--- src/rtl/lc3b_mem_responder_if.sv ---
// ---------------------------------------------------------------------------
// lc3b_mem_responder_if
// Memory request/response bundle between an LC-3b initiator and the
// memory responder.
//
// Handshake: the initiator raises mem_read or mem_write with address, data
// and byte mask, and holds them until it sees the one-cycle mem_resp pulse.
// The responder latches the request on the sampling edge, and later inputs
// are ignored. The only exception is that dropping the request line while
// the responder is busy aborts the transaction. mem_rdata is valid with
// mem_resp and is held afterwards. mem_err is a sticky protocol-error flag.
//
// Signals:
//   mem_address     16  byte address, bit 0 ignored
//   mem_wdata       16  write data
//   mem_read         1  read request
//   mem_write        1  write request
//   mem_byte_enable  2  write byte mask (bit0 -> [7:0], bit1 -> [15:8])
//   mem_resp         1  completion pulse
//   mem_rdata       16  read data
//   mem_err          1  sticky read+write-together flag
// ---------------------------------------------------------------------------
interface lc3b_mem_responder_if;
  logic [15:0] mem_address;
  logic [15:0] mem_wdata;
  logic        mem_read;
  logic        mem_write;
  logic [1:0]  mem_byte_enable;
  logic        mem_resp;
  logic [15:0] mem_rdata;
  logic        mem_err;

  modport master (
    output mem_address, mem_wdata, mem_read, mem_write, mem_byte_enable,
    input  mem_resp, mem_rdata, mem_err
  );

  modport slave (
    input  mem_address, mem_wdata, mem_read, mem_write, mem_byte_enable,
    output mem_resp, mem_rdata, mem_err
  );
endinterface

--- src/rtl/lc3b_mem_responder.sv ---
// ---------------------------------------------------------------------------
// lc3b_mem_responder
// Word-addressed memory that answers LC-3b mem_read/mem_write requests. It
// serves one request at a time and raises mem_resp LATENCY cycles after the
// request's first cycle.
//
// Parameters:
//   LATENCY    1..15  cycles from request to mem_resp
//   ADDR_BITS         log2 depth in 16-bit words
// Ports:
//   clk, rst_n        clock and synchronous active-low reset
//   bus               lc3b_mem_responder_if.slave
//   o_dbg_state       current FSM state (IDLE=0, BUSY=1, RESP=2)
//   read_count,       saturating completed-op counters, present only when
//   write_count       LC3B_MEM_RESPONDER_STATS_EN is defined
// ---------------------------------------------------------------------------
module lc3b_mem_responder #(
  parameter int LATENCY   = 3,
  parameter int ADDR_BITS = 8
) (
  input  logic                        clk,
  input  logic                        rst_n,
  lc3b_mem_responder_if.slave         bus,
  output logic [1:0]                  o_dbg_state
`ifdef LC3B_MEM_RESPONDER_STATS_EN
  ,
  output logic [15:0]                 read_count,
  output logic [15:0]                 write_count
`endif
);

  localparam int        DEPTH    = 1 << ADDR_BITS;
  localparam logic [3:0] CNT_INIT = (LATENCY > 1) ? 4'(LATENCY - 2) : 4'd0;

  typedef enum logic [1:0] {
    ST_IDLE = 2'd0,
    ST_BUSY = 2'd1,
    ST_RESP = 2'd2
  } state_t;

  state_t                 r_state, w_next;
  logic [3:0]             r_cnt, w_cnt_next;
  logic                   r_rd, r_wr;
  logic [ADDR_BITS-1:0]   r_idx;
  logic [15:0]            r_wdata;
  logic [1:0]             r_mask;
  logic                   r_resp;
  logic [15:0]            r_rdata;
  logic                   r_err;
  logic [15:0]            r_mem [DEPTH];

  logic                   w_req;
  logic                   w_hold;
  logic                   w_enter_resp;
  logic                   w_from_idle;
  logic                   w_op_rd, w_op_wr;
  logic [ADDR_BITS-1:0]   w_op_idx;
  logic [15:0]            w_op_wdata;
  logic [1:0]             w_op_mask;
  logic                   w_unused_addr;

  assign w_req         = bus.mem_read | bus.mem_write;
  // A transaction stays alive only while the request line it was accepted on
  // is still high.
  assign w_hold        = (r_rd & bus.mem_read) | (r_wr & bus.mem_write);
  assign w_unused_addr = ^{bus.mem_address[15:ADDR_BITS+1], bus.mem_address[0]};

  always_comb begin
    w_next     = r_state;
    w_cnt_next = r_cnt;
    case (r_state)
      ST_IDLE: begin
        if (w_req) begin
          if (LATENCY > 1) begin
            w_next     = ST_BUSY;
            w_cnt_next = CNT_INIT;
          end else begin
            w_next = ST_RESP;
          end
        end
      end
      ST_BUSY: begin
        if (!w_hold) begin
          w_next     = ST_IDLE;
          w_cnt_next = 4'd0;
        end else if (r_cnt == 4'd0) begin
          w_next = ST_RESP;
        end else begin
          w_cnt_next = r_cnt - 4'd1;
        end
      end
      ST_RESP: w_next = ST_IDLE;
      default: w_next = ST_IDLE;
    endcase
  end

  assign w_enter_resp = (w_next == ST_RESP);

  // With LATENCY == 1 the request enters RESP straight from IDLE, so the
  // commit has to use the live inputs rather than the latched copy.
  assign w_from_idle = (r_state == ST_IDLE);
  assign w_op_rd     = w_from_idle ? bus.mem_read                       : r_rd;
  assign w_op_wr     = w_from_idle ? bus.mem_write                      : r_wr;
  assign w_op_idx    = w_from_idle ? bus.mem_address[ADDR_BITS:1]       : r_idx;
  assign w_op_wdata  = w_from_idle ? bus.mem_wdata                      : r_wdata;
  assign w_op_mask   = w_from_idle ? bus.mem_byte_enable                : r_mask;

  always_ff @(posedge clk) begin
    if (!rst_n) begin
      r_state <= ST_IDLE;
      r_cnt   <= 4'd0;
      r_rd    <= 1'b0;
      r_wr    <= 1'b0;
      r_idx   <= '0;
      r_wdata <= 16'h0000;
      r_mask  <= 2'b00;
      r_resp  <= 1'b0;
      r_rdata <= 16'h0000;
      r_err   <= 1'b0;
    end else begin
      r_state <= w_next;
      r_cnt   <= w_cnt_next;
      r_resp  <= w_enter_resp;
      r_err   <= r_err | (bus.mem_read & bus.mem_write);
      if (w_from_idle && w_req) begin
        r_rd    <= bus.mem_read;
        r_wr    <= bus.mem_write;
        r_idx   <= bus.mem_address[ADDR_BITS:1];
        r_wdata <= bus.mem_wdata;
        r_mask  <= bus.mem_byte_enable;
      end
      // A simultaneous read+write is treated as a write; rdata is left alone.
      if (w_enter_resp && w_op_rd && !w_op_wr) begin
        r_rdata <= r_mem[w_op_idx];
      end
    end
  end

  // Array contents survive reset; reset only blocks a pending commit.
  always_ff @(posedge clk) begin
    if (rst_n && w_enter_resp && w_op_wr) begin
      if (w_op_mask[0]) r_mem[w_op_idx][7:0]  <= w_op_wdata[7:0];
      if (w_op_mask[1]) r_mem[w_op_idx][15:8] <= w_op_wdata[15:8];
    end
  end

`ifdef LC3B_MEM_RESPONDER_STATS_EN
  logic [15:0] r_read_count, r_write_count;

  always_ff @(posedge clk) begin
    if (!rst_n) begin
      r_read_count  <= 16'h0000;
      r_write_count <= 16'h0000;
    end else if (w_enter_resp) begin
      if (w_op_wr) begin
        if (r_write_count != 16'hFFFF) r_write_count <= r_write_count + 16'd1;
      end else if (w_op_rd) begin
        if (r_read_count != 16'hFFFF) r_read_count <= r_read_count + 16'd1;
      end
    end
  end

  assign read_count  = r_read_count;
  assign write_count = r_write_count;
`endif

  assign bus.mem_resp  = r_resp;
  assign bus.mem_rdata = r_rdata;
  assign bus.mem_err   = r_err;
  assign o_dbg_state   = r_state;

endmodule
--- src/flat_wrapper.sv ---
// flat-port wrapper written by rule: the top's interface ports become plain ports
module lc3b_mem_responder_flat 
#(
  parameter int LATENCY   = 3,
  parameter int ADDR_BITS = 8
)
  (clk, rst_n, o_dbg_state, bus_mem_address, bus_mem_wdata, bus_mem_read, bus_mem_write, bus_mem_byte_enable, bus_mem_resp, bus_mem_rdata, bus_mem_err);
  lc3b_mem_responder_if bus_i ();
  input  logic clk;
  input  logic rst_n;
  output logic [1:0] o_dbg_state;
  input wire logic [$bits(bus_i.mem_address)-1:0] bus_mem_address;
  input wire logic [$bits(bus_i.mem_wdata)-1:0] bus_mem_wdata;
  input wire logic [$bits(bus_i.mem_read)-1:0] bus_mem_read;
  input wire logic [$bits(bus_i.mem_write)-1:0] bus_mem_write;
  input wire logic [$bits(bus_i.mem_byte_enable)-1:0] bus_mem_byte_enable;
  output wire logic [$bits(bus_i.mem_resp)-1:0] bus_mem_resp;
  output wire logic [$bits(bus_i.mem_rdata)-1:0] bus_mem_rdata;
  output wire logic [$bits(bus_i.mem_err)-1:0] bus_mem_err;
  assign bus_i.mem_address = bus_mem_address;
  assign bus_i.mem_wdata = bus_mem_wdata;
  assign bus_i.mem_read = bus_mem_read;
  assign bus_i.mem_write = bus_mem_write;
  assign bus_i.mem_byte_enable = bus_mem_byte_enable;
  assign bus_mem_resp = bus_i.mem_resp;
  assign bus_mem_rdata = bus_i.mem_rdata;
  assign bus_mem_err = bus_i.mem_err;
  lc3b_mem_responder #(.LATENCY(LATENCY), .ADDR_BITS(ADDR_BITS)) u_core (.clk(clk), .rst_n(rst_n), .bus(bus_i), .o_dbg_state(o_dbg_state));
endmodule
--- config.mk ---
export PLATFORM = sky130hd
export DESIGN_NAME = lc3b_mem_responder_flat
export DESIGN_NICKNAME = d
export VERILOG_FILES = /design/src/rtl/lc3b_mem_responder_if.sv /design/src/rtl/lc3b_mem_responder.sv /design/src/flat_wrapper.sv
export SDC_FILE = /design/constraint.sdc
export NUM_CORES = 2
export LEC_CHECK = 0
export CAP_MARGIN = 0
export CORE_ASPECT_RATIO = 1.4
export CORE_MARGIN = 5
export CORE_UTILIZATION = 57
export CTS_CLUSTER_DIAMETER = 100
export DETAILED_ROUTE_END_ITERATION = 7
export PLACE_DENSITY = 0.78
export SETUP_SLACK_MARGIN = 0.4
export SYNTH_ARGS = -nofsm -noshare
export SYNTH_HDL_FRONTEND = slang
export SYNTH_SLANG_ARGS = --single-unit
--- constraint.sdc ---
create_clock -name clk -period 5.67 [get_ports clk]
set_clock_uncertainty 0.05 [all_clocks]
set_input_delay 1.134 -clock clk [delete_from_list [all_inputs] [get_ports clk]]
set_output_delay 1.134 -clock clk [all_outputs]
set_load 0.01 [all_outputs]
## Word-level counts from Yosys, hierarchy flattened

Memories as Yosys holds them, arrays and structs flattened. A register that Yosys moved wholly into a read port is not among the register bits.
Index checks and enable logic that the tools add are counted.

- Logic and storage cells: 51
- Memories kept: 1
- Output and inout port bits: 20
- Bits in writable memories: 4096
- Flip-flop bits (word level): 36

- Multiplexer cells: 19
- Equal/unequal tests: 4
- Bitwise logic cells: 6
- Reductions and logical operators: 11
- Add/sub/neg operators: 1

Memories:

| name | words | width | rd ports | clocked after memory_dff | write ports | RTL line | text |
|---|---|---|---|---|---|---|---|
| u_core.r_mem | 256 | 16 | 1 | 1 | 1 | lc3b_mem_responder.sv:50 | `logic [15:0] r_mem [DEPTH];` |

Operator list:

| kind | count |
|---|---|
| $mux W16 | 1 |
| $mux W4 | 3 |
| $mux W1 | 8 |
| $mux W2 | 4 |
| $mux W8 | 1 |
| $pmux W4 S2 | 1 |
| $logic_and A1 B1 Y1 | 5 |
| $logic_not A4 Y1 | 1 |
| $pmux W2 S2 | 1 |
| $sub A4 B1 Y4 const B | 1 |
| $and A1 B1 Y1 | 3 |
| $ne A3 B3 Y1 const B | 1 |
| $or A1 B1 Y1 | 3 |
| $reduce_and A3 Y1 | 1 |
| $eq A2 B1 Y1 const B | 1 |
| $eq A2 B2 Y1 const B | 1 |
| $logic_not A1 Y1 | 2 |
| $logic_not A2 Y1 | 1 |
| $ne A2 B1 Y1 const B | 1 |
| $reduce_bool A2 Y1 | 1 |

## Longest topological paths before layout

- Depth in word-level cells: 9
- Gate-level depth with buffers: 13
- Gate-level depth less buffers: 8

## Worst setup path after synthesis

OpenSTA, ideal clock, no wires.

- Kind: register to register
- Start point: register u_core.r_state[1] (netlist: u_core.o_dbg_state[1])
- End point: memory u_core.r_mem[0][10], data pin
- Period minus slack after synthesis: 5750 ps
- Path buffers: 6
- Cell stages (with the launch flop): 10
- Arrival: 4878 ps
- Path slack: -80 ps
- Data required time: 4797 ps
- Path through: dfxtp_1 > buf_6 > nor2_8 > buf_6 > buf_2 > buf_2 > clkbuf_1 > clkbuf_1 > nand2_1 > nand2_1

- Word-level cells in the longest chain between the ends: 2

RTL lines:

| element | RTL line | text |
|---|---|---|
| start, declared | lc3b_mem_responder.sv:41 | `state_t r_state, w_next;` |
| start signal, assigned | lc3b_mem_responder.sv:121 | `r_state <= w_next;` |
| $logic_not A2 Y1 | lc3b_mem_responder.sv:101 | `assign w_from_idle = (r_state == ST_IDLE);` |
| $mux W16 | lc3b_mem_responder.sv:105 | `assign w_op_wdata = w_from_idle ? bus.mem_wdata : r_wdata;` |
| via u_core.w_op_wdata[10] | lc3b_mem_responder.sv:58 | `logic [15:0] w_op_wdata;` |
| end, declared | lc3b_mem_responder.sv:50 |  |

The timed path passes the listed nets, and every way through them passes these cells.

## Worst setup path in the final report

- Start point: register u_core.r_state[1] (netlist: u_core.o_dbg_state[1])
- End point: register u_core.r_rdata[2] (netlist: u_core.bus.mem_rdata[2]) (read register of u_core.r_mem)

- Word-level cells in the longest chain between the ends: 6

RTL lines:

| element | RTL line | text |
|---|---|---|
| $mux W2 | lc3b_mem_responder.sv:86 | `end else if (r_cnt == 4'd0) begin` |
| $mux W2 | lc3b_mem_responder.sv:83 | `if (!w_hold) begin` |
| $pmux W2 S2 | lc3b_mem_responder.sv:71 | `case (r_state)` |
| $eq A2 B2 Y1 | lc3b_mem_responder.sv:97 | `assign w_enter_resp = (w_next == ST_RESP);` |
| $logic_and A1 B1 Y1 (2 in a row) | lc3b_mem_responder.sv:133 | `if (w_enter_resp && w_op_rd && !w_op_wr) begin` |
| end, declared | lc3b_mem_responder.sv:48 | `logic [15:0] r_rdata;` |

Several ways; a longest one is shown, not always the timed one.
A chain may end at the register's enable or synchronous reset.

==> results.json <==
{
  "hold_viol": 0,
  "fin_util_pct": 63.9,
  "outcome": "finished with violations",
  "cp.required_ns": 6.37,
  "dieArea_um2": 282000,
  "place.detailed.hpwl_mm": 245,
  "peakVddDrop_v": 0.000410,
  "tns_ns": 0,
  "yosys_register_bits": 4148,
  "final_design_area_no_fill_um2": 173000,
  "drive_above_1_share_pct": 11.3,
  "start_kind": "flip-flop",
  "area_delta_synth_final_pct": 11.7,
  "cap_violations": 1,
  "final_common_cell": "edfxtp_1",
  "synth_cells": 9128,
  "violations": "capacitance limit, slew limit",
  "async_flop_share_pct": 0,
  "cts-buffers-inserted": 339,
  "die_height_um": 626,
  "dp.cells": 12600,
  "tightestPinTransition_ns": 1.50,
  "io_pins": 58,
  "grt_max_degree": 149,
  "critical_path_peak_fanout": 58,
  "first_global_vias": 90700,
  "synthFlopType": "edfxtp_1",
  "finalHoldWorstSlack_ns": 0.408,
  "fp-row-count": 226,
  "cp_cell_sequence": "nor2_8 -> buf_4 -> nor3b_1 -> a31oi_4 -> buf_12 -> a21oi_1 -> o41ai_1 -> a41oi_1 -> nor4_1 -> a21oi_1",
  "criticalPathCategory": "flip-flop to flip-flop",
  "cts_num_sinks": 4148,
  "min_path_type": "flip-flop to flip-flop",
  "power_leakage_nw": 51.9,
  "initialDrtViolationCount": 14700,
  "numPortBuffers": 49,
  "antenna_found_initial": 21,
  "crit_arrival_ns": 5.60,
  "post-route-period-util_pct": 86.3,
  "core_area_um2": 270000,
  "drt_wl_total_mm": 410,
  "syn_area_um2": 155000,
  "max_freq_mhz": 204,
  "ys_types": 48,
  "die-width_um": 450,
  "insertion_delay_ns": 0.87,
  "p_per_area_nw_per_um2": 365,
  "start_util_pct": 57.2,
  "slowest_delay_ns": 1.10,
  "post_cts.repair.setup_buffers": 0,
  "p_total_mw": 63.1,
  "end_kind": "flip-flop",
  "seq_area_frac_synth_pct": 80.2,
  "setup_viol": 0,
  "place_congestion": 0.919,
  "layout.nets": 9400,
  "overflow": 0,
  "holdBufCountCts": 0,
  "drtAntennaViolNets": 0,
  "cts_resized": 0,
  "avgSynthCellArea_um2": 16.9,
  "crit_top_cell": "a21oi_1",
  "root_buffer": "clkbuf_16",
  "synth_edf_count": 4096,
  "grt_pass1_wl_mm": 596,
  "cts_tree": "yes",
  "cts.clk_slew.worst_paths_ns": 0.07,
  "maxSlewViolCount": 2,
  "slew-limit-headroom_pct": -1.42,
  "period_needed_ns": 4.89,
  "cts.path.max_buffers": 4,
  "reg2reg_slack_ns": 0.78,
  "rsz0062_at_grt": "false",
  "vias_per_cell": 6.98,
  "crit_path_top_delay_cell": "o41ai_1",
  "wl_per_cell_um": 31.2,
  "synth_warnings": 0,
  "cp_num_buf_inv": 2,
  "h-tree-depth": 5,
  "synth_nets": 9168,
  "setup_ws_ns": 0.777,
  "vias": 91900,
  "grt_usage_pct": 28.4,
  "placed_cell_area_um2": 162000,
  "post-place-ws_ns": 0.271,
  "final_cell_mix": "4096 x edfxtp_1, 2050 x a22oi_1, 1097 x a21oi_1",
  "dr.pass1.iters": 7,
  "final_cells": 13200,
  "crit_family": "compound AO/OA/AOI/OAI gates",
  "drc": 0
}
-- final timing paths --
| check | cells after the start | end | from |
|---|---|---|---|
| worst max-delay path | 10 | u_core.bus.mem_rdata[2] | u_core.o_dbg_state[1] |
| worst min register to register | 2 | u_core.r_wdata[11] | u_core.r_wdata[11] |
| worst min-delay path | 2 | u_core.r_wdata[11] | u_core.r_wdata[11] |
| worst max register to register | 10 | u_core.bus.mem_rdata[2] | u_core.o_dbg_state[1] |
-- layer usage --
| layer | wire [um] | GRT usage (%) |
|---|---|---|
| met1 | 131000 | 34.5 |
| met2 | 199000 | 46.5 |
| met3 | 45800 | 5.52 |
| met4 | 34100 | 19.3 |
| met5 | 56 | 0 |
-- synth_stat cells, types with 10 or more instances --
library cell / number / area (um2)
buf_2: 466 / 2330
edfxtp_1: 4096 / 123000
a22oi_1: 2050 / 15400
a41oi_1: 36 / 315
buf_6: 18 / 203
buf_4: 48 / 360
nand3_1: 39 / 195
o41ai_1: 244 / 2140
nand2_1: 150 / 563
nor4_1: 21 / 131
o21ai_0: 21 / 105
nand4_1: 12 / 75.1
nor3_1: 10 / 50.1
clkbuf_1: 146 / 548
nor2_1: 528 / 1980
buf_1: 16 / 60.1
dfxtp_1: 52 / 1040
a21oi_1: 1097 / 5490
-- registers in the layout, summed over array words and instances (netlist names) --
| signal | flops |
|---|---|
| u_core.r_mem | 4096 |
| u_core.bus.mem_rdata | 16 |
| u_core.r_wdata | 16 |
| u_core.r_idx | 8 |
| u_core.r_cnt | 4 |
| u_core.o_dbg_state | 2 |
| u_core.r_mask | 2 |
| u_core.bus.mem_err | 1 |
| u_core.bus.mem_resp | 1 |
| u_core.r_rd | 1 |
| u_core.r_wr | 1 |
-- power by group --
group          internal, mW  leakage [nW]  switching (mW)
combinational          1.35          9.00            3.87
sequential             34.2          37.5          0.0208
clock                  13.3          5.43            10.4
total                  48.8          51.9            14.3
-- worst reg2reg max path, stage by stage (launching register included) --
cell	delay, ns
dfxtp_1	0.46
nor2_8	0.49
buf_4	0.44
nor3b_1	0.15
a31oi_4	0.34
buf_12	0.32
a21oi_1	0.22
o41ai_1	1.11
a41oi_1	0.67
nor4_1	0.42
a21oi_1	0.11
-- cell type report --
type                            count  area, um2
Fill cell                       17300      97600
Sequential cell                  4148     124000
Multi-Input combinational cell   4277      27400
Antenna cell                        5       12.5
Clock inverter                    178       1850
Tap cell                         3534       4420
Inverter                            9       33.8
Timing Repair Buffer              585       5670
Clock buffer                      428       9240
-- cell families (layout without fill, tap and decap cells) --
logic type	after synthesis	after routing	share of synthesized area, %
DFF	4148	4148	80.2
adders and majority gates	2	2	0.0162
and+or+nand+nor	794	794	2.11
xor gates and xnor gates	2	2	0.0113
buffers and inverters	703	1200	2.29
AOI/OAI and AO/OA	3479	3479	15.3
other	0	5	0
(Power assumes the default switching activity.)
